<file path="src/rtl/pipe_hazard_ctrl_pkg.sv">
// Purpose: shared types for the pipeline stall/flush sequencer (FSM states, stage-enable bundle).
// Latency: n/a (types and constants only).
// Backpressure: n/a.
package pipe_ctrl_pkg;

    typedef enum logic [1:0] {
        RUN      = 2'd0,
        MEM_WAIT = 2'd1,
        MUL_BUSY = 2'd2,
        HALT     = 2'd3
    } ctrl_state_t;

    localparam int DEF_MUL_LATENCY = 4;
    localparam int DEF_CNT_W       = 32;

    // One enable per pipeline register, PC first.
    typedef struct packed {
        logic pc;
        logic if_id;
        logic id_ex;
        logic ex_mem;
        logic mem_wb;
    } stage_en_t;

    localparam stage_en_t EN_ALL  = '{pc: 1'b1, if_id: 1'b1, id_ex: 1'b1, ex_mem: 1'b1, mem_wb: 1'b1};
    localparam stage_en_t EN_NONE = '{pc: 1'b0, if_id: 1'b0, id_ex: 1'b0, ex_mem: 1'b0, mem_wb: 1'b0};
    // Front end frozen, EX held by the multiplier, a bubble drains into MEM.
    localparam stage_en_t EN_MUL  = '{pc: 1'b0, if_id: 1'b0, id_ex: 1'b0, ex_mem: 1'b1, mem_wb: 1'b1};
    // IF/ID held, a bubble goes into EX behind the load.
    localparam stage_en_t EN_LDU  = '{pc: 1'b0, if_id: 1'b0, id_ex: 1'b1, ex_mem: 1'b1, mem_wb: 1'b1};

endpackage

</file>
<file path="src/rtl/pipe_hazard_ctrl_if.sv">
// Purpose: hazard requests in, stage controls and perf counters out.
// Latency: n/a (wires only). master = pipeline side, slave = sequencer side.
// Backpressure: n/a; stalls are expressed through the enables carried here.
interface pipe_hazard_ctrl_if #(
    parameter int CNT_W = 32
);
    // Hazard requests from the stages.
    logic             d_hazard_detected;
    logic             ex_take_branch;
    logic             ex_mul_start;
    logic             mem_req;
    logic             mem_ready;
    logic             wb_halt;
    // Controls back to the pipeline.
    logic             pc_en;
    logic             pc_sel_target;
    logic             if_id_en;
    logic             id_ex_en;
    logic             ex_mem_en;
    logic             mem_wb_en;
    logic             if_id_flush;
    logic             id_ex_bubble;
    logic             ex_mem_bubble;
    logic             halted;
    logic [CNT_W-1:0] stall_cnt;
    logic [CNT_W-1:0] flush_cnt;

    modport master (
        output d_hazard_detected, ex_take_branch, ex_mul_start, mem_req, mem_ready, wb_halt,
        input  pc_en, pc_sel_target, if_id_en, id_ex_en, ex_mem_en, mem_wb_en,
        input  if_id_flush, id_ex_bubble, ex_mem_bubble, halted, stall_cnt, flush_cnt
    );

    modport slave (
        input  d_hazard_detected, ex_take_branch, ex_mul_start, mem_req, mem_ready, wb_halt,
        output pc_en, pc_sel_target, if_id_en, id_ex_en, ex_mem_en, mem_wb_en,
        output if_id_flush, id_ex_bubble, ex_mem_bubble, halted, stall_cnt, flush_cnt
    );
endinterface

</file>
<file path="src/rtl/pipe_hazard_ctrl_sat_counter.sv">
// Purpose: saturating event counter (clk, rst_n, inc_i -> count_o), sticks at all-ones.
// Latency: count_o reflects inc_i one clock later.
// Backpressure: none; counts every cycle inc_i is high.
module sat_counter #(
    parameter int CNT_W = 32
) (
    input  logic             clk,
    input  logic             rst_n,
    input  logic             inc_i,
    output logic [CNT_W-1:0] count_o
);
    logic [CNT_W-1:0] count_q;
    logic [CNT_W-1:0] count_d;

    always_comb begin
        count_d = count_q;
        if (inc_i && !(&count_q)) begin
            count_d = count_q + 1'b1;
        end
    end

    always_ff @(posedge clk or negedge rst_n) begin
        if (!rst_n) begin
            count_q <= '0;
        end else begin
            count_q <= count_d;
        end
    end

    assign count_o = count_q;
endmodule

</file>
<file path="src/rtl/pipe_hazard_ctrl.sv">
// Purpose: central stall/flush sequencer for the 5-stage pipeline; ports clk, rst (async active-low), hz (slave).
// Latency: controls are combinational from state+requests; state and counters update on the next clock.
// Backpressure: memory not-ready freezes every stage; MUL freezes the front end for MUL_LATENCY-1 cycles.
module pipe_hazard_ctrl
    import pipe_ctrl_pkg::*;
#(
    parameter int MUL_LATENCY = DEF_MUL_LATENCY,
    parameter int CNT_W       = DEF_CNT_W
) (
    input  logic               clk,
    input  logic               rst,
    pipe_hazard_ctrl_if.slave  hz
);
    localparam int              MC_W       = $clog2(MUL_LATENCY) + 1;
    localparam bit              MUL_STALLS = (MUL_LATENCY > 1);
    // The issue cycle is itself the first stall cycle, so the counter starts two short.
    localparam logic [MC_W-1:0] MUL_INIT   = MC_W'((MUL_LATENCY > 1) ? (MUL_LATENCY - 2) : 0);

    ctrl_state_t     state_q, state_d;
    logic [MC_W-1:0] mul_cnt_q, mul_cnt_d;

    stage_en_t en;
    logic      sel_target;
    logic      flush;
    logic      id_bubble;
    logic      ex_bubble;
    logic      apply_rules;
    logic      mul_allowed;
    logic      mem_stall;

    assign mem_stall = hz.mem_req && !hz.mem_ready;

    always_comb begin
        en          = EN_ALL;
        sel_target  = 1'b0;
        flush       = 1'b0;
        id_bubble   = 1'b0;
        ex_bubble   = 1'b0;
        state_d     = state_q;
        mul_cnt_d   = mul_cnt_q;
        apply_rules = 1'b0;
        mul_allowed = 1'b0;

        case (state_q)
            RUN: begin
                if (hz.wb_halt) begin
                    en      = EN_NONE;
                    state_d = HALT;
                end else if (mem_stall) begin
                    en      = EN_NONE;
                    state_d = MEM_WAIT;
                end else begin
                    apply_rules = 1'b1;
                    mul_allowed = 1'b1;
                end
            end
            MEM_WAIT: begin
                if (hz.wb_halt) begin
                    en      = EN_NONE;
                    state_d = HALT;
                end else if (!hz.mem_ready) begin
                    en = EN_NONE;
                end else begin
                    state_d     = RUN;
                    apply_rules = 1'b1;
                    mul_allowed = 1'b1;
                end
            end
            MUL_BUSY: begin
                // WB keeps draining while EX is held, so a halting instruction can
                // still arrive there; it wins over the multiplier.
                if (hz.wb_halt) begin
                    en      = EN_NONE;
                    state_d = HALT;
                end else if (mem_stall) begin
                    en = EN_NONE;
                end else if (mul_cnt_q != '0) begin
                    en        = EN_MUL;
                    ex_bubble = 1'b1;
                    mul_cnt_d = mul_cnt_q - 1'b1;
                end else begin
                    // Release cycle: the multiply still sitting in EX must not re-trigger.
                    state_d     = RUN;
                    apply_rules = 1'b1;
                end
            end
            default: begin
                en = EN_NONE;
            end
        endcase

        if (apply_rules) begin
            if (mul_allowed && hz.ex_mul_start && MUL_STALLS) begin
                en        = EN_MUL;
                ex_bubble = 1'b1;
                mul_cnt_d = MUL_INIT;
                state_d   = MUL_BUSY;
            end else if (hz.ex_take_branch) begin
                // The load-use request comes from a wrong-path instruction; drop it.
                sel_target = 1'b1;
                flush      = 1'b1;
                id_bubble  = 1'b1;
            end else if (hz.d_hazard_detected) begin
                en        = EN_LDU;
                id_bubble = 1'b1;
            end
        end
    end

    always_ff @(posedge clk or negedge rst) begin
        if (!rst) begin
            state_q   <= RUN;
            mul_cnt_q <= '0;
        end else begin
            state_q   <= state_d;
            mul_cnt_q <= mul_cnt_d;
        end
    end

    // Reset forces every control low, independent of the clock.
    assign hz.pc_en         = rst & en.pc;
    assign hz.if_id_en      = rst & en.if_id;
    assign hz.id_ex_en      = rst & en.id_ex;
    assign hz.ex_mem_en     = rst & en.ex_mem;
    assign hz.mem_wb_en     = rst & en.mem_wb;
    assign hz.pc_sel_target = rst & sel_target;
    assign hz.if_id_flush   = rst & flush;
    assign hz.id_ex_bubble  = rst & id_bubble;
    assign hz.ex_mem_bubble = rst & ex_bubble;
    assign hz.halted        = (state_q == HALT);

    logic stall_inc;
    assign stall_inc = !hz.pc_en && (state_q != HALT);

    sat_counter #(.CNT_W(CNT_W)) u_stall_cnt (
        .clk     (clk),
        .rst_n   (rst),
        .inc_i   (stall_inc),
        .count_o (hz.stall_cnt)
    );

    sat_counter #(.CNT_W(CNT_W)) u_flush_cnt (
        .clk     (clk),
        .rst_n   (rst),
        .inc_i   (hz.if_id_flush),
        .count_o (hz.flush_cnt)
    );
endmodule

</file>
<file path="src/flat_wrapper.sv">
// flat-port wrapper written by rule: the top's interface ports become plain ports
module pipe_hazard_ctrl_flat import pipe_ctrl_pkg::*;
#(
    parameter int MUL_LATENCY = DEF_MUL_LATENCY,
    parameter int CNT_W       = DEF_CNT_W
)
  (clk, rst, hz_d_hazard_detected, hz_ex_take_branch, hz_ex_mul_start, hz_mem_req, hz_mem_ready, hz_wb_halt, hz_pc_en, hz_pc_sel_target, hz_if_id_en, hz_id_ex_en, hz_ex_mem_en, hz_mem_wb_en, hz_if_id_flush, hz_id_ex_bubble, hz_ex_mem_bubble, hz_halted, hz_stall_cnt, hz_flush_cnt);
  pipe_hazard_ctrl_if #(.CNT_W(CNT_W)) hz_i ();
  input  logic clk;
  input  logic rst;
  input wire logic [$bits(hz_i.d_hazard_detected)-1:0] hz_d_hazard_detected;
  input wire logic [$bits(hz_i.ex_take_branch)-1:0] hz_ex_take_branch;
  input wire logic [$bits(hz_i.ex_mul_start)-1:0] hz_ex_mul_start;
  input wire logic [$bits(hz_i.mem_req)-1:0] hz_mem_req;
  input wire logic [$bits(hz_i.mem_ready)-1:0] hz_mem_ready;
  input wire logic [$bits(hz_i.wb_halt)-1:0] hz_wb_halt;
  output wire logic [$bits(hz_i.pc_en)-1:0] hz_pc_en;
  output wire logic [$bits(hz_i.pc_sel_target)-1:0] hz_pc_sel_target;
  output wire logic [$bits(hz_i.if_id_en)-1:0] hz_if_id_en;
  output wire logic [$bits(hz_i.id_ex_en)-1:0] hz_id_ex_en;
  output wire logic [$bits(hz_i.ex_mem_en)-1:0] hz_ex_mem_en;
  output wire logic [$bits(hz_i.mem_wb_en)-1:0] hz_mem_wb_en;
  output wire logic [$bits(hz_i.if_id_flush)-1:0] hz_if_id_flush;
  output wire logic [$bits(hz_i.id_ex_bubble)-1:0] hz_id_ex_bubble;
  output wire logic [$bits(hz_i.ex_mem_bubble)-1:0] hz_ex_mem_bubble;
  output wire logic [$bits(hz_i.halted)-1:0] hz_halted;
  output wire logic [$bits(hz_i.stall_cnt)-1:0] hz_stall_cnt;
  output wire logic [$bits(hz_i.flush_cnt)-1:0] hz_flush_cnt;
  assign hz_i.d_hazard_detected = hz_d_hazard_detected;
  assign hz_i.ex_take_branch = hz_ex_take_branch;
  assign hz_i.ex_mul_start = hz_ex_mul_start;
  assign hz_i.mem_req = hz_mem_req;
  assign hz_i.mem_ready = hz_mem_ready;
  assign hz_i.wb_halt = hz_wb_halt;
  assign hz_pc_en = hz_i.pc_en;
  assign hz_pc_sel_target = hz_i.pc_sel_target;
  assign hz_if_id_en = hz_i.if_id_en;
  assign hz_id_ex_en = hz_i.id_ex_en;
  assign hz_ex_mem_en = hz_i.ex_mem_en;
  assign hz_mem_wb_en = hz_i.mem_wb_en;
  assign hz_if_id_flush = hz_i.if_id_flush;
  assign hz_id_ex_bubble = hz_i.id_ex_bubble;
  assign hz_ex_mem_bubble = hz_i.ex_mem_bubble;
  assign hz_halted = hz_i.halted;
  assign hz_stall_cnt = hz_i.stall_cnt;
  assign hz_flush_cnt = hz_i.flush_cnt;
  pipe_hazard_ctrl #(.MUL_LATENCY(MUL_LATENCY), .CNT_W(CNT_W)) u_core (.clk(clk), .rst(rst), .hz(hz_i));
endmodule
</file>
<file path="config.mk">
export PLATFORM = sky130hd
export DESIGN_NAME = pipe_hazard_ctrl_flat
export DESIGN_NICKNAME = d
export VERILOG_FILES = /design/src/rtl/pipe_hazard_ctrl_pkg.sv /design/src/rtl/pipe_hazard_ctrl_if.sv /design/src/rtl/pipe_hazard_ctrl_sat_counter.sv /design/src/rtl/pipe_hazard_ctrl.sv /design/src/flat_wrapper.sv
export SDC_FILE = /design/constraint.sdc
export NUM_CORES = 1
export LEC_CHECK = 0
export CELL_PAD_IN_SITES_DETAIL_PLACEMENT = 0
export CELL_PAD_IN_SITES_GLOBAL_PLACEMENT = 1
export CORE_ASPECT_RATIO = 1.4
export CORE_UTILIZATION = 40
export CTS_BUF_LIST = sky130_fd_sc_hd__clkbuf_8
export CTS_CLUSTER_DIAMETER = 150
export CTS_CLUSTER_SIZE = 8
export DETAILED_ROUTE_END_ITERATION = 10
export HOLD_SLACK_MARGIN = 0.1
export PLACE_DENSITY = 0.92
export SKIP_LAST_GASP = 1
export SYNTH_ARGS = -nofsm -noshare
export SYNTH_HDL_FRONTEND = slang
export SYNTH_HIERARCHICAL = 1
export SYNTH_SLANG_ARGS = --single-unit
</file>
<file path="constraint.sdc">
create_clock -name clk -period 3 [get_ports clk]
set_clock_uncertainty 0.15 [all_clocks]
set_input_delay 0.9 -clock clk [delete_from_list [all_inputs] [get_ports clk]]
set_output_delay 0.9 -clock clk [all_outputs]
set_load 0.1 [all_outputs]
</file>
==> impl.org, run 1 <==
** Timing
- Final count of pins violating max slew :: 0
- For the final routed database, the setup TNS stands at -0.0661 ns.
- RSZ-0062 raised after global routing :: yes
- Final hold violations :: 0
- Hold timing on the final database bottoms out at a slack of 0.347 ns.
- At the pin with the least slew margin, the transition time is 0.778 ns.
- Max-slew headroom at the worst pin :: 0.475
- Shortest clock period the worst path allows after layout :: 3.04 ns
- Setup violations remaining at the end of the flow were counted as 5.
- In the finished design, the share of the clock period the worst path needs comes to 1.01.
- Setup slack after layout :: -0.0361 ns
- Maximum clock frequency :: 329 MHz

** Route
- Vias/cell :: 5.34
- The detailed router placed 3039 vias in this run.
- Routed Antenna Nets :: 0
- DRC violations left :: 0
- Sum of routed wire length over all layers :: 8730 um
- For this run, the detailed router's first-pass iteration total came to 4.
- Iter 0 DRT Violations :: 104
- Dividing the detail-routed wire length by the instance count gives 15.3 um.

** Floorplan
- 82 I/O pins were placed.
- The floorplan step set the die width to 82.3 um.
- Row generation in the floorplan step produced 40 rows.
- For this configuration, the core starts out at a cell density of 0.417.
- Core Region :: 0.00866 mm^2
- Die area :: 0.00941 mm^2
- Measured along the y axis, the die boundary spans 114 um.

** Yosys
- Yosys mapped a number of flops with a built-in enable equal to 0.
- The cell area that synthesis handed to floorplanning was 0.00361 mm^2.
- Dividing the synthesized area by the synthesized cell count gives 10.6 um^2.
- After synthesis, the share of flip-flops with an asynchronous set or reset is 1.00.
- Cell count after synthesis :: 341
- Most used flip-flop cell after synthesis :: sky130_fd_sc_hd__dfrtp_1
- Of the synthesized area, sequential elements account for 0.479.
- When the netlist entered floorplanning its net count stood at 353.
- Number of different library cells in the post-synthesis netlist :: 55
- The Yosys step of the flow raised 6 warnings.
- After synthesis, the cell types taking the most area are sky130_fd_sc_hd__dfrtp_1 (48%), sky130_fd_sc_hd__xnor2_1 (9.5%), sky130_fd_sc_hd__xor2_1 (4.9%), sky130_fd_sc_hd__nand4_1 (4.0%), sky130_fd_sc_hd__nand3_1 (3.9%).
- After synthesis the netlist holds a flip-flop and latch count of 69.
- Cell taking the most area after synthesis :: sky130_fd_sc_hd__dfrtp_1
- The share of synthesized area in the top cell type comes to 0.479.

** Finish
- Share of layout cells above drive strength 1 :: 0.358
- The number of antenna diodes in the final layout is 0.
- Most common library cell in the layout ignoring fill and taps :: sky130_fd_sc_hd__buf_4
- Growth of design area from synthesis to finish :: 37.7%
- Number of filler instances in the final layout :: 753
- Leaving out fill and tap cells, the most frequent cells in the layout are sky130_fd_sc_hd__buf_4 (93), sky130_fd_sc_hd__dfrtp_1 (69), sky130_fd_sc_hd__xnor2_1 (39).
- Number of nets in the layout :: 471

** Status
- The flow ran to the end, but the final reports show violations.
- The final reports fail on setup timing.

** Clock network
- CTS hold repair buffers :: 0
- TritonCTS clock tree :: yes
- Clock-pin slew was measured on the worst setup and hold paths at 0.07 ns.
- CTS saw 69 sinks.
- Insertion delay to the later sink of the worst-skew pair :: 0.34 ns
- Counting the buffers created by CTS gives 9.
- The H-tree was split into 3 levels.
- CTS placed an instance of sky130_fd_sc_hd__clkbuf_8 at the clock tree root.
- Max Root-Sink Buffers :: 2

** Job
- Number of violations of the max-capacitance limit :: 0

** Worst setup path
- Walking the worst path, the cells encountered are buf_2, a2111oi_4, o211a_4, buf_6, o21a_4, buf_12.
- On the critical path, the stage with the largest delay is an instance of sky130_fd_sc_hd__a2111oi_4.
- Buffers and inverters on the worst path :: 3
- Data arrival, critical path :: 1.99 ns
- Along the worst path, the maximum fanout reaches 4.
- Critical Path End Type :: primary output
- The worst setup path is launched from an input port.
- Kind of cell adding the most delay to the critical path :: compound AO/OA/AOI/OAI gates
- Path type of the worst setup path :: in -> out
- Data on the critical path is required at its endpoint by 1.95 ns.
- The largest single stage delay on the critical path is 0.33 ns.

** GRT
- Entering global routing, the biggest net connects 61 pins.
- Across every metal layer, demand over resource in global routing totals 0.202.
- Number of antenna violations at the first check in global routing :: 0
- Global-route wire length before repair :: 14400 um
- After global routing the overflow that remains totals 0.
- Via count of the first global-routing pass :: 2991

** Placed design
- The count of buffers added on input and output ports is 81.
- Total half-perimeter wirelength after legalization and detailed placement :: 6510 um
- Routability-driven placement finished with a final weighted congestion of 0.830.

** Hold path
- The worst hold path belongs to the class reg -> reg.

** Power and ir drop
- In this run the static leakage power is 2.29 nW.
- P per Cell Area :: 447 mW/mm^2
- Overall power after layout :: 2.22 mW
- The worst-case IR drop observed on VDD is 0.696 mV.
[synthesized netlist by cell type (6+ instances only)]
cell                      number
sky130_fd_sc_hd__dfrtp_1      69
sky130_fd_sc_hd__xnor2_1      39
sky130_fd_sc_hd__nand3_1      28
sky130_fd_sc_hd__nand2_1      27
sky130_fd_sc_hd__nand4_1      23
sky130_fd_sc_hd__nor2_1       23
sky130_fd_sc_hd__xor2_1       20
sky130_fd_sc_hd__a21oi_1      11
sky130_fd_sc_hd__inv_1         8
sky130_fd_sc_hd__nor3_1        8
sky130_fd_sc_hd__and2_1        6
sky130_fd_sc_hd__and3_1        6
sky130_fd_sc_hd__nor4_1        6
[layout make-up]
type                            instances  area, um^2  area share
Inverter                                8        30.0     0.00604
Clock buffer                           11         151      0.0305
Clock inverter                          5        73.8      0.0149
Tap cell                              105         131      0.0264
Timing Repair Buffer                  113         972       0.196
Sequential cell                        69        1730       0.347
Multi-Input combinational cell        258        1880       0.379
[where the power goes]
group	internal, mW	total [mW]	switching, mW
Combinational	0.117	0.375	0.258
Clock	0.508	0.852	0.344
Sequential	0.960	0.996	0.0363
[layer usage]
metal	up-vias	global-route usage	share of wire	wire length (um)
li1	1455	-	-	-
met1	1493	0.245	0.39	3430
met2	76	0.334	0.54	4690
met3	15	0.0550	0.053	460
met4	0	0.0795	0.017	148
met5	-	0	0	0
[what timing repair did]
item / in CTS / in global routing
pin swaps: 4 / 6
resized for setup: 21 / 4
setup endpoints to repair: 48 / 23
endpoints found under the hold margin: 0 / 0
setup buffers: 4 / 5
[path summary, 6_finish.rpt]
path / startpoint / endpoint / slack, ns / cells past startpoint
min in group asynchronous: rst / u_core/u_flush_cnt/count_o[2]$_DFFE_PN0P_ / 0.43 / 2
max reg2reg: u_core/mul_cnt_q[1]$_DFF_PN0_ / u_core/u_flush_cnt/count_o[12]$_DFFE_PN0P_ / 0.06 / 13
max in group asynchronous: rst / u_core/u_stall_cnt/count_o[23]$_DFFE_PN0P_ / 1.52 / 2
min reg2reg: u_core/u_stall_cnt/count_o[15]$_DFFE_PN0P_ / u_core/u_stall_cnt/count_o[15]$_DFFE_PN0P_ / 0.35 / 1
min: u_core/u_stall_cnt/count_o[15]$_DFFE_PN0P_ / u_core/u_stall_cnt/count_o[15]$_DFFE_PN0P_ / 0.35 / 1
max: hz_wb_halt / hz_id_ex_bubble / -0.04 / 6
[registers in the layout, indices dropped and copies added, names as in the netlist]
name	count
u_core/mul_cnt_q	3
u_core/state_q	2
u_core/u_stall_cnt/count_o	32
u_core/u_flush_cnt/count_o	32
[stage by stage]
step / setup slack (ns) / util / std cells / cell area, um^2
global placement: -0.543 / 0.537 / 544 / 4650
CTS: -0.0554 / 0.568 / 564 / 4920
finish: -0.0361 / 0.574 / 569 / 4970
floorplan: -0.530 / - / 341 / 3690
global route: -0.103 / 0.574 / 569 / 4970
detailed placement: -0.595 / 0.537 / 544 / 4650
[cells by family after synthesis]
| family | share of synthesized area |
|---|---|
| and+or+nand+nor | 0.256 |
| DFF | 0.479 |
| xor gates and xnor gates | 0.143 |
| AOI/OAI and AO/OA | 0.0798 |
| buffers and inverters | 0.0222 |
| adders and majority gates | 0.0139 |
| muxes | 0.00624 |
(Power assumes the default switching activity.)
==> run 2, diff against run 1 <==
Settings changed: CORE_MARGIN from default to 2, CORE_UTILIZATION 40 to 51, DONT_BUFFER_PORTS from default to 1, PLACE_DENSITY 0.92 to 0.81.
==> run 2 against run 1 <==
The run still ends with setup timing left. Flip-flop and latch count unchanged. Hold slack worse by 0.085 ns. Worst setup slack better by 0.024 ns. First-iteration DRC count up 52%. Cell count is 5.6% lower. Sequential power is 2% lower. Largest cell class unchanged. Largest power group is now clock.
==> impl.org, run 2 (synthesis gave the netlist of run 1 again) <==
** Route
- The violation count after the first detailed-route iteration was 158 (was 104).
- Routed Antenna Nets :: 0 (unchanged)
- DRC violations left :: 0 (unchanged)
- First drt pass iteration count :: 4 (unchanged)
- The routed via count divided by cell count came to 5.48 (was 5.34).
- Detail-routed net length per standard cell :: 15.9 um (was 15.3 um)
- Via Count :: 2944 (was 3039)
- Sum of routed wire length over all layers :: 8520 um (was 8730 um)

** Timing
- Shortest clock period the worst path allows after layout :: 3.01 ns (was 3.04 ns)
- Maximum clock frequency :: 332 MHz (was 329 MHz)
- The slew at the pin closest to its max-slew limit came to 0.654 ns (was 0.778 ns).
- The worst relative slew slack was 0.560 (was 0.475).
- The ratio of final minimum period to clock period is 1.00 (was 1.01).
- Setup slack after layout :: -0.0123 ns (was -0.0361 ns)
- Final setup violation count :: 3 (was 5)
- Final count of pins violating max slew :: 0 (unchanged)
- RSZ-0062 raised after global routing :: yes (unchanged)
- Setup_tns :: -0.0309 ns (was -0.0661 ns)
- Final hold slack :: 0.262 ns (was 0.347 ns)
- Final hold violations :: 0 (unchanged)

** Status
- Violations in the final reports: setup timing (unchanged).
- Run status: finished, violations left (unchanged).

** Clock network
- The maximum level of the CTS H-tree was 3 (unchanged).
- Number of clock sinks :: 69 (unchanged)
- Root Buffer Master :: sky130_fd_sc_hd__clkbuf_8 (unchanged)
- TritonCTS clock tree :: yes (unchanged)
- Cts bufs inserted :: 9 (unchanged)
- Max Root-Sink Buffers :: 2 (unchanged)
- The clock transition at the register clock pins on the worst setup and hold paths after CTS was 0.08 ns (was 0.07 ns).
- Insertion delay to the later sink of the worst-skew pair :: 0.35 ns (was 0.34 ns)

** GRT
- Grt total ovfl :: 0 (unchanged)
- The aggregate global-route resource usage was 0.229 (was 0.202).
- The number of global-route vias before repair was 3031 (was 2991).
- Global-route wire length before repair :: 13900 um (was 14400 um)
- Number of antenna violations at the first check in global routing :: 0 (unchanged)
- Maximum number of pins on one net before global-route repair :: 70 (was 61)

** Power and ir drop
- The net switching fraction of the power was 0.274 (was 0.287).
- P per Cell Area :: 491 mW/mm^2 (was 447 mW/mm^2)
- The combinational fraction of design power came to 0.150 (was 0.169).
- The total leakage power came to 2.21 nW (was 2.29 nW).
- The share of power burned in registers was 0.415 (was 0.448).
- Switching power :: 0.648 mW (was 0.638 mW)
- The internal power was 1.72 mW (was 1.58 mW).
- Largest vdd supply drop :: 0.655 mV (was 0.696 mV)
- Clock power frac :: 0.435 (was 0.383)

** Placed design
- The number of port buffers is 0 (was 81).
- Total half-perimeter wirelength after legalization and detailed placement :: 6240 um (was 6510 um)
- The number of placed instances with taps included came to 516 (was 544).
- Routability congestion estimate from global placement :: 0.833 (was 0.830)

** Floorplan
- The number of rows in the core area was 36 (was 40).
- The die extent in y is 104 um (was 114 um).
- The die area was 0.00777 mm^2 (was 0.00941 mm^2).
- Core Region :: 0.00689 mm^2 (was 0.00866 mm^2)
- The horizontal die dimension came to 75.1 um (was 82.3 um).
- The number of primary I/O pins came to 82 (unchanged).
- Starting utilization of the core area :: 0.524 (was 0.417)

** Finish
- Highest-count cells in the layout ignoring fill and taps: sky130_fd_sc_hd__buf_4 (82), sky130_fd_sc_hd__dfrtp_1 (69), sky130_fd_sc_hd__xnor2_1 (39) (was sky130_fd_sc_hd__buf_4 (93), sky130_fd_sc_hd__dfrtp_1 (69), sky130_fd_sc_hd__xnor2_1 (39)).
- Most common library cell in the layout ignoring fill and taps :: sky130_fd_sc_hd__buf_4 (unchanged)
- Post-Layout Cell Count :: 537 (was 569)
- Number of nets in the layout :: 449 (was 471)
- The layout cell share with drive strength beyond 1 was 0.330 (was 0.358).
- The layout-stage area growth over the synthesis result came to 33.5% (was 37.7%).
- The final standard cell utilization of the core came to 0.699 (was 0.574).
- Diode count :: 0 (unchanged)

** Worst setup path
- Data arrival, critical path :: 1.96 ns (was 1.99 ns)
- Worst Path Required :: 1.95 ns (about the same)
- Path type of the worst setup path :: reg -> out (was in -> out)
- The largest fanout on the critical path came to 4 (unchanged).
- Kind of start point of the critical path :: flip-flop (was input port)
- Critical Path End Type :: primary output (unchanged)

** Job
- Number of violations of the max-capacitance limit :: 0 (unchanged)

** Hold path
- The worst hold-check path type is in -> async (was reg -> reg).
==> run 2: cell types whose count changed in the layout (fill, tap and decap cells not counted), sizes merged <==
cell           change
bufinv             +2
inv                -1
buf               -19
clkdlybuf4s50      -2
dlygate4sd2        -1
clkbuf             -1
==> run 2: per-layer routing <==
layer  vias up  share of wire  global-route usage
met2        67           0.54               0.393
met5         -              0                   0
li1       1413              -                   -
met4         0          0.011              0.0855
met3         8          0.045              0.0447
met1      1456           0.40               0.273
==> run 2: timing repair <==
item	CTS	global route
pin swaps	3	1
hold buffers	1	0
endpoints found under the setup margin	6	10
resized for setup	6	3
setup buffers	2	3
hold endpoints to repair	69	0
==> run 2: power groups by stage <==
stage / registers [mW] / logic, mW / clock network [mW]
after floorplan: 1.15 / 0.0877 / 0
after global placement: 0.996 / 0.300 / 0
after detailed placement: 0.998 / 0.305 / 0
after CTS: 0.981 / 0.355 / 1.05
after global routing: 0.984 / 0.378 / 1.09
final: 0.981 / 0.355 / 1.03
==> run 2: per-stage QoR <==
stage	area (um^2)	worst slack [ns]	total power, mW
finish	4820	-0.0123	2.37
global route	4820	-0.0925	2.45
CTS	4780	-0.0212	2.39
detailed placement	4450	-0.114	1.30
global placement	4450	-0.0584	1.30
floorplan	3690	-0.530	1.24
==> run 2: worst paths after layout <==
check	slack (ns)	from	cells past startpoint	end
min in group clk	0.40	u_core/u_stall_cnt/count_o[29]$_DFFE_PN0P_	1	u_core/u_stall_cnt/count_o[29]$_DFFE_PN0P_
max in group asynchronous	2.13	rst	1	u_core/u_stall_cnt/count_o[25]$_DFFE_PN0P_
worst min register to register	0.40	u_core/u_stall_cnt/count_o[29]$_DFFE_PN0P_	1	u_core/u_stall_cnt/count_o[29]$_DFFE_PN0P_
worst max register to register	0.20	u_core/mul_cnt_q[1]$_DFF_PN0_	11	u_core/u_flush_cnt/count_o[21]$_DFFE_PN0P_
worst max-delay path	-0.01	u_core/mul_cnt_q[1]$_DFF_PN0_	7	hz_if_id_en
worst min-delay path	0.26	rst	1	u_core/u_flush_cnt/count_o[26]$_DFFE_PN0P_
==> run 2: critical path, cell delays in order, from the launching register on <==
cell	delay, ns
sky130_fd_sc_hd__dfrtp_1	0.40
sky130_fd_sc_hd__inv_2	0.09
sky130_fd_sc_hd__ha_4	0.15
sky130_fd_sc_hd__nand2b_4	0.06
sky130_fd_sc_hd__a2111oi_4	0.31
sky130_fd_sc_hd__o211a_4	0.22
sky130_fd_sc_hd__and2_4	0.16
sky130_fd_sc_hd__buf_16	0.23
==> run 2: final cells by class <==
type,instances,area (um^2)
timing repair buffer,91,797
tap,95,119
clock buffer,10,138
multi-input combinational,258,1870
clock inverter,6,134
inverter,8,30.0
fill,549,2080
sequential,69,1730
==> run 3, diff against run 2 <==
Settings changed: CTS_BUF_LIST sky130_fd_sc_hd__clkbuf_8 to sky130_fd_sc_hd__clkbuf_4.
==> run 3 against run 2 <==
Flip-flop and latch count unchanged. Core utilization down 0.98 points. Final area is 1.4% lower. Largest cell class unchanged. Hold slack lost 0.067 ns. The flow still finishes with violations (setup timing).
==> impl.org, run 3 (synthesis gave the netlist of run 1 again) <==
** Status
- Run status :: finished, violations left (unchanged)
- Violations in the final reports: setup timing (unchanged).

** Power and ir drop
- The combinational fraction of design power was 0.160 (was 0.150).
- The part of the total power dissipated in the clock network is 0.392 (was 0.435).
- The switching power of the nets is 0.629 mW (was 0.648 mW).
- The internal power was 1.56 mW (was 1.72 mW).
- Static Leak :: 2.17 nW (was 2.21 nW)
- The maximum resistive drop on vdd is 0.625 mV (was 0.655 mV).
- P per Cell Area :: 460 mW/mm^2 (was 491 mW/mm^2)
- The final total power came to 2.19 mW (was 2.37 mW).
- Switching share of power :: 0.287 (was 0.274)
- Sequential share of power :: 0.449 (was 0.415)

** Finish
- The most common cell after layout, fill and taps aside is sky130_fd_sc_hd__buf_4 (unchanged).
- The post-route non-filler standard cell count came to 536 (was 537).
- Highest-count cells in the layout ignoring fill and taps: sky130_fd_sc_hd__buf_4 (81), sky130_fd_sc_hd__dfrtp_1 (69), sky130_fd_sc_hd__xnor2_1 (39) (was sky130_fd_sc_hd__buf_4 (82), sky130_fd_sc_hd__dfrtp_1 (69), sky130_fd_sc_hd__xnor2_1 (39)).
- The layout cell share with drive strength beyond 1 was 0.329 (was 0.330).
- Number of nets in the layout :: 448 (was 449)
- Growth of design area from synthesis to finish :: 31.6% (was 33.5%)
- Diode count :: 0 (unchanged)
- Post-Route Utilization :: 0.689 (was 0.699)
- Fin area :: 0.00475 mm^2 (was 0.00482 mm^2)

** Hold path
- The worst hold-check path type is in -> async (unchanged).

** Clock network
- Insertion delay to the later sink of the worst-skew pair :: 0.42 ns (was 0.35 ns)
- Number of clock sinks :: 69 (unchanged)
- Root Buffer Master :: sky130_fd_sc_hd__clkbuf_4 (was sky130_fd_sc_hd__clkbuf_8)
- The TritonCTS clock tree is yes (unchanged).
- The largest buffer count on any clock path was 2 (unchanged).
- The maximum level of the CTS H-tree is 3 (unchanged).
- The number of CTS-inserted buffers is 9 (unchanged).
- The clock transition at the register clock pins on the worst setup and hold paths after CTS is 0.13 ns (was 0.08 ns).

** Route
- The total routed wirelength is 8530 um (was 8520 um).
- First drt pass iteration count :: 4 (unchanged)
- Routed Antenna Nets :: 0 (unchanged)
- The via count came to 2932 (was 2944).
- Iter 0 DRT Violations :: 158 (unchanged)
- DRC violations left :: 0 (unchanged)
- The average wire length per cell after detail routing came to 15.9 um (about the same).
- Vias/cell :: 5.47 (was 5.48)

** Worst setup path
- The cell with the largest stage delay on the worst path is sky130_fd_sc_hd__dfrtp_1 (unchanged).
- The arrival time of the worst setup path was 2.05 ns (was 1.96 ns).
- Worst-path cell chain :: inv_2, ha_4, nand2b_4, a2111oi_4, o211a_4, and2_4, buf_12 (was inv_2, ha_4, nand2b_4, a2111oi_4, o211a_4, and2_4, buf_16)
- The required time reported for the critical path endpoint was 1.95 ns (about the same).
- Buffers and inverters on the worst path :: 2 (unchanged)
- The gate family responsible for the most delay along the worst path is compound AO/OA/AOI/OAI gates (unchanged).
- Critical Path End Type :: primary output (unchanged)
- Largest stage delay, worst path :: 0.41 ns (was 0.40 ns)
- Max Fanout on Critical Path :: 4 (unchanged)
- Depth of the most critical reg-to-reg path :: 12 (was 11)
- The total stage count of the critical path is 7 (unchanged).
- The type of the worst setup path is reg -> out (unchanged).
- The sort of element at the start of the critical path is a flip-flop (unchanged).

** Timing
- Final setup violation count :: 5 (was 3)
- The final-layout worst hold slack is 0.195 ns (was 0.262 ns).
- Setup_tns :: -0.409 ns (was -0.0309 ns)
- RSZ-0062 raised after global routing :: yes (unchanged)
- Final clock period utilization by the worst path :: 1.03 (was 1.00)
- Shortest clock period the worst path allows after layout :: 3.10 ns (was 3.01 ns)
- The worst relative slew slack was 0.553 (was 0.560).
- Maximum clock frequency :: 323 MHz (was 332 MHz)
- Final hold violations :: 0 (unchanged)
- Setup slack after layout :: -0.0980 ns (was -0.0123 ns)
- The slew at the pin closest to its max-slew limit was 0.664 ns (was 0.654 ns).
- Final count of pins violating max slew :: 0 (unchanged)

** Placed design
- The pre-CTS setup slack is -0.114 ns (unchanged).
- The post-DP HPWL came to 6240 um (unchanged).
- The number of port buffers came to 0 (unchanged).
- The weighted congestion reported at the end of routability-driven placement came to 0.833 (unchanged).
- The cell area reported after detailed placement is 0.00445 mm^2 (unchanged).
- The number of placed instances with taps included came to 516 (unchanged).

** Floorplan
- The die area is 0.00777 mm^2 (unchanged).
- Core Region :: 0.00689 mm^2 (unchanged)
- Count of standard-cell rows :: 36 (unchanged)
- The horizontal die dimension came to 75.1 um (unchanged).
- Top-level I/O count :: 82 (unchanged)
- Starting utilization of the core area :: 0.524 (unchanged)
- The die extent in y is 104 um (unchanged).

** GRT
- Global-route wire length before repair :: 13900 um (about the same)
- The largest net degree at the start of global routing is 70 (unchanged).
- The number of global-route vias before repair was 3059 (was 3031).
- The number of antenna violations at the first check in global routing is 0 (unchanged).
- Total track usage :: 0.231 (was 0.229)
- Grt total ovfl :: 0 (unchanged)

** Job
- Number of violations of the max-capacitance limit :: 0 (unchanged)
run 3: layout make-up:
cell class,instances,area [um^2]
Inverter,8,30.0
Clock buffer,9,67.6
Clock inverter,7,138
Sequential cell,69,1730
Timing Repair Buffer,90,787
Fill cell,552,2140
Multi-Input combinational cell,258,1880
Tap cell,95,119
run 3: path summary, 6_finish.rpt:
path / start / endpoint / slack [ns]
hold / removal: rst / u_core/u_flush_cnt/count_o[23]$_DFFE_PN0P_ / 0.19
setup reg to reg: u_core/mul_cnt_q[1]$_DFF_PN0_ / u_core/u_flush_cnt/count_o[21]$_DFFE_PN0P_ / 0.10
hold reg to reg: u_core/mul_cnt_q[1]$_DFF_PN0_ / u_core/mul_cnt_q[1]$_DFF_PN0_ / 0.40
min in group clk: u_core/mul_cnt_q[1]$_DFF_PN0_ / u_core/mul_cnt_q[1]$_DFF_PN0_ / 0.40
setup / recovery: u_core/mul_cnt_q[1]$_DFF_PN0_ / hz_pc_en / -0.1
max in group asynchronous: rst / u_core/u_stall_cnt/count_o[3]$_DFFE_PN0P_ / 2.20
run 3: routing by layer:
| metal | vias up | wire length (um) | track usage |
|---|---|---|---|
| met5 | - | 0 | 0 |
| met4 | 0 | 88 | 0.0714 |
| met3 | 8 | 422 | 0.0652 |
| met2 | 73 | 4580 | 0.393 |
| met1 | 1436 | 3440 | 0.275 |
| li1 | 1415 | - | - |
run 3: repair_timing:
item | 4_1_cts | 5_1_grt
setup buffers | 2 | 2
pin swaps | 3 | 1
resized for setup | 9 | 1
hold endpoints to repair | 69 | 0
endpoints found under the setup margin | 6 | 10
cloned | 0 | 0
hold buffers | 1 | 0
run 3: power by group through the flow:
stage	sequential [mW]	clock [mW]	combinational, mW
after CTS	0.981	0.874	0.355
after global routing	0.985	0.911	0.372
after global placement	0.996	0	0.300
after detailed placement	0.998	0	0.305
final	0.981	0.856	0.349
after floorplan	1.15	0	0.0877
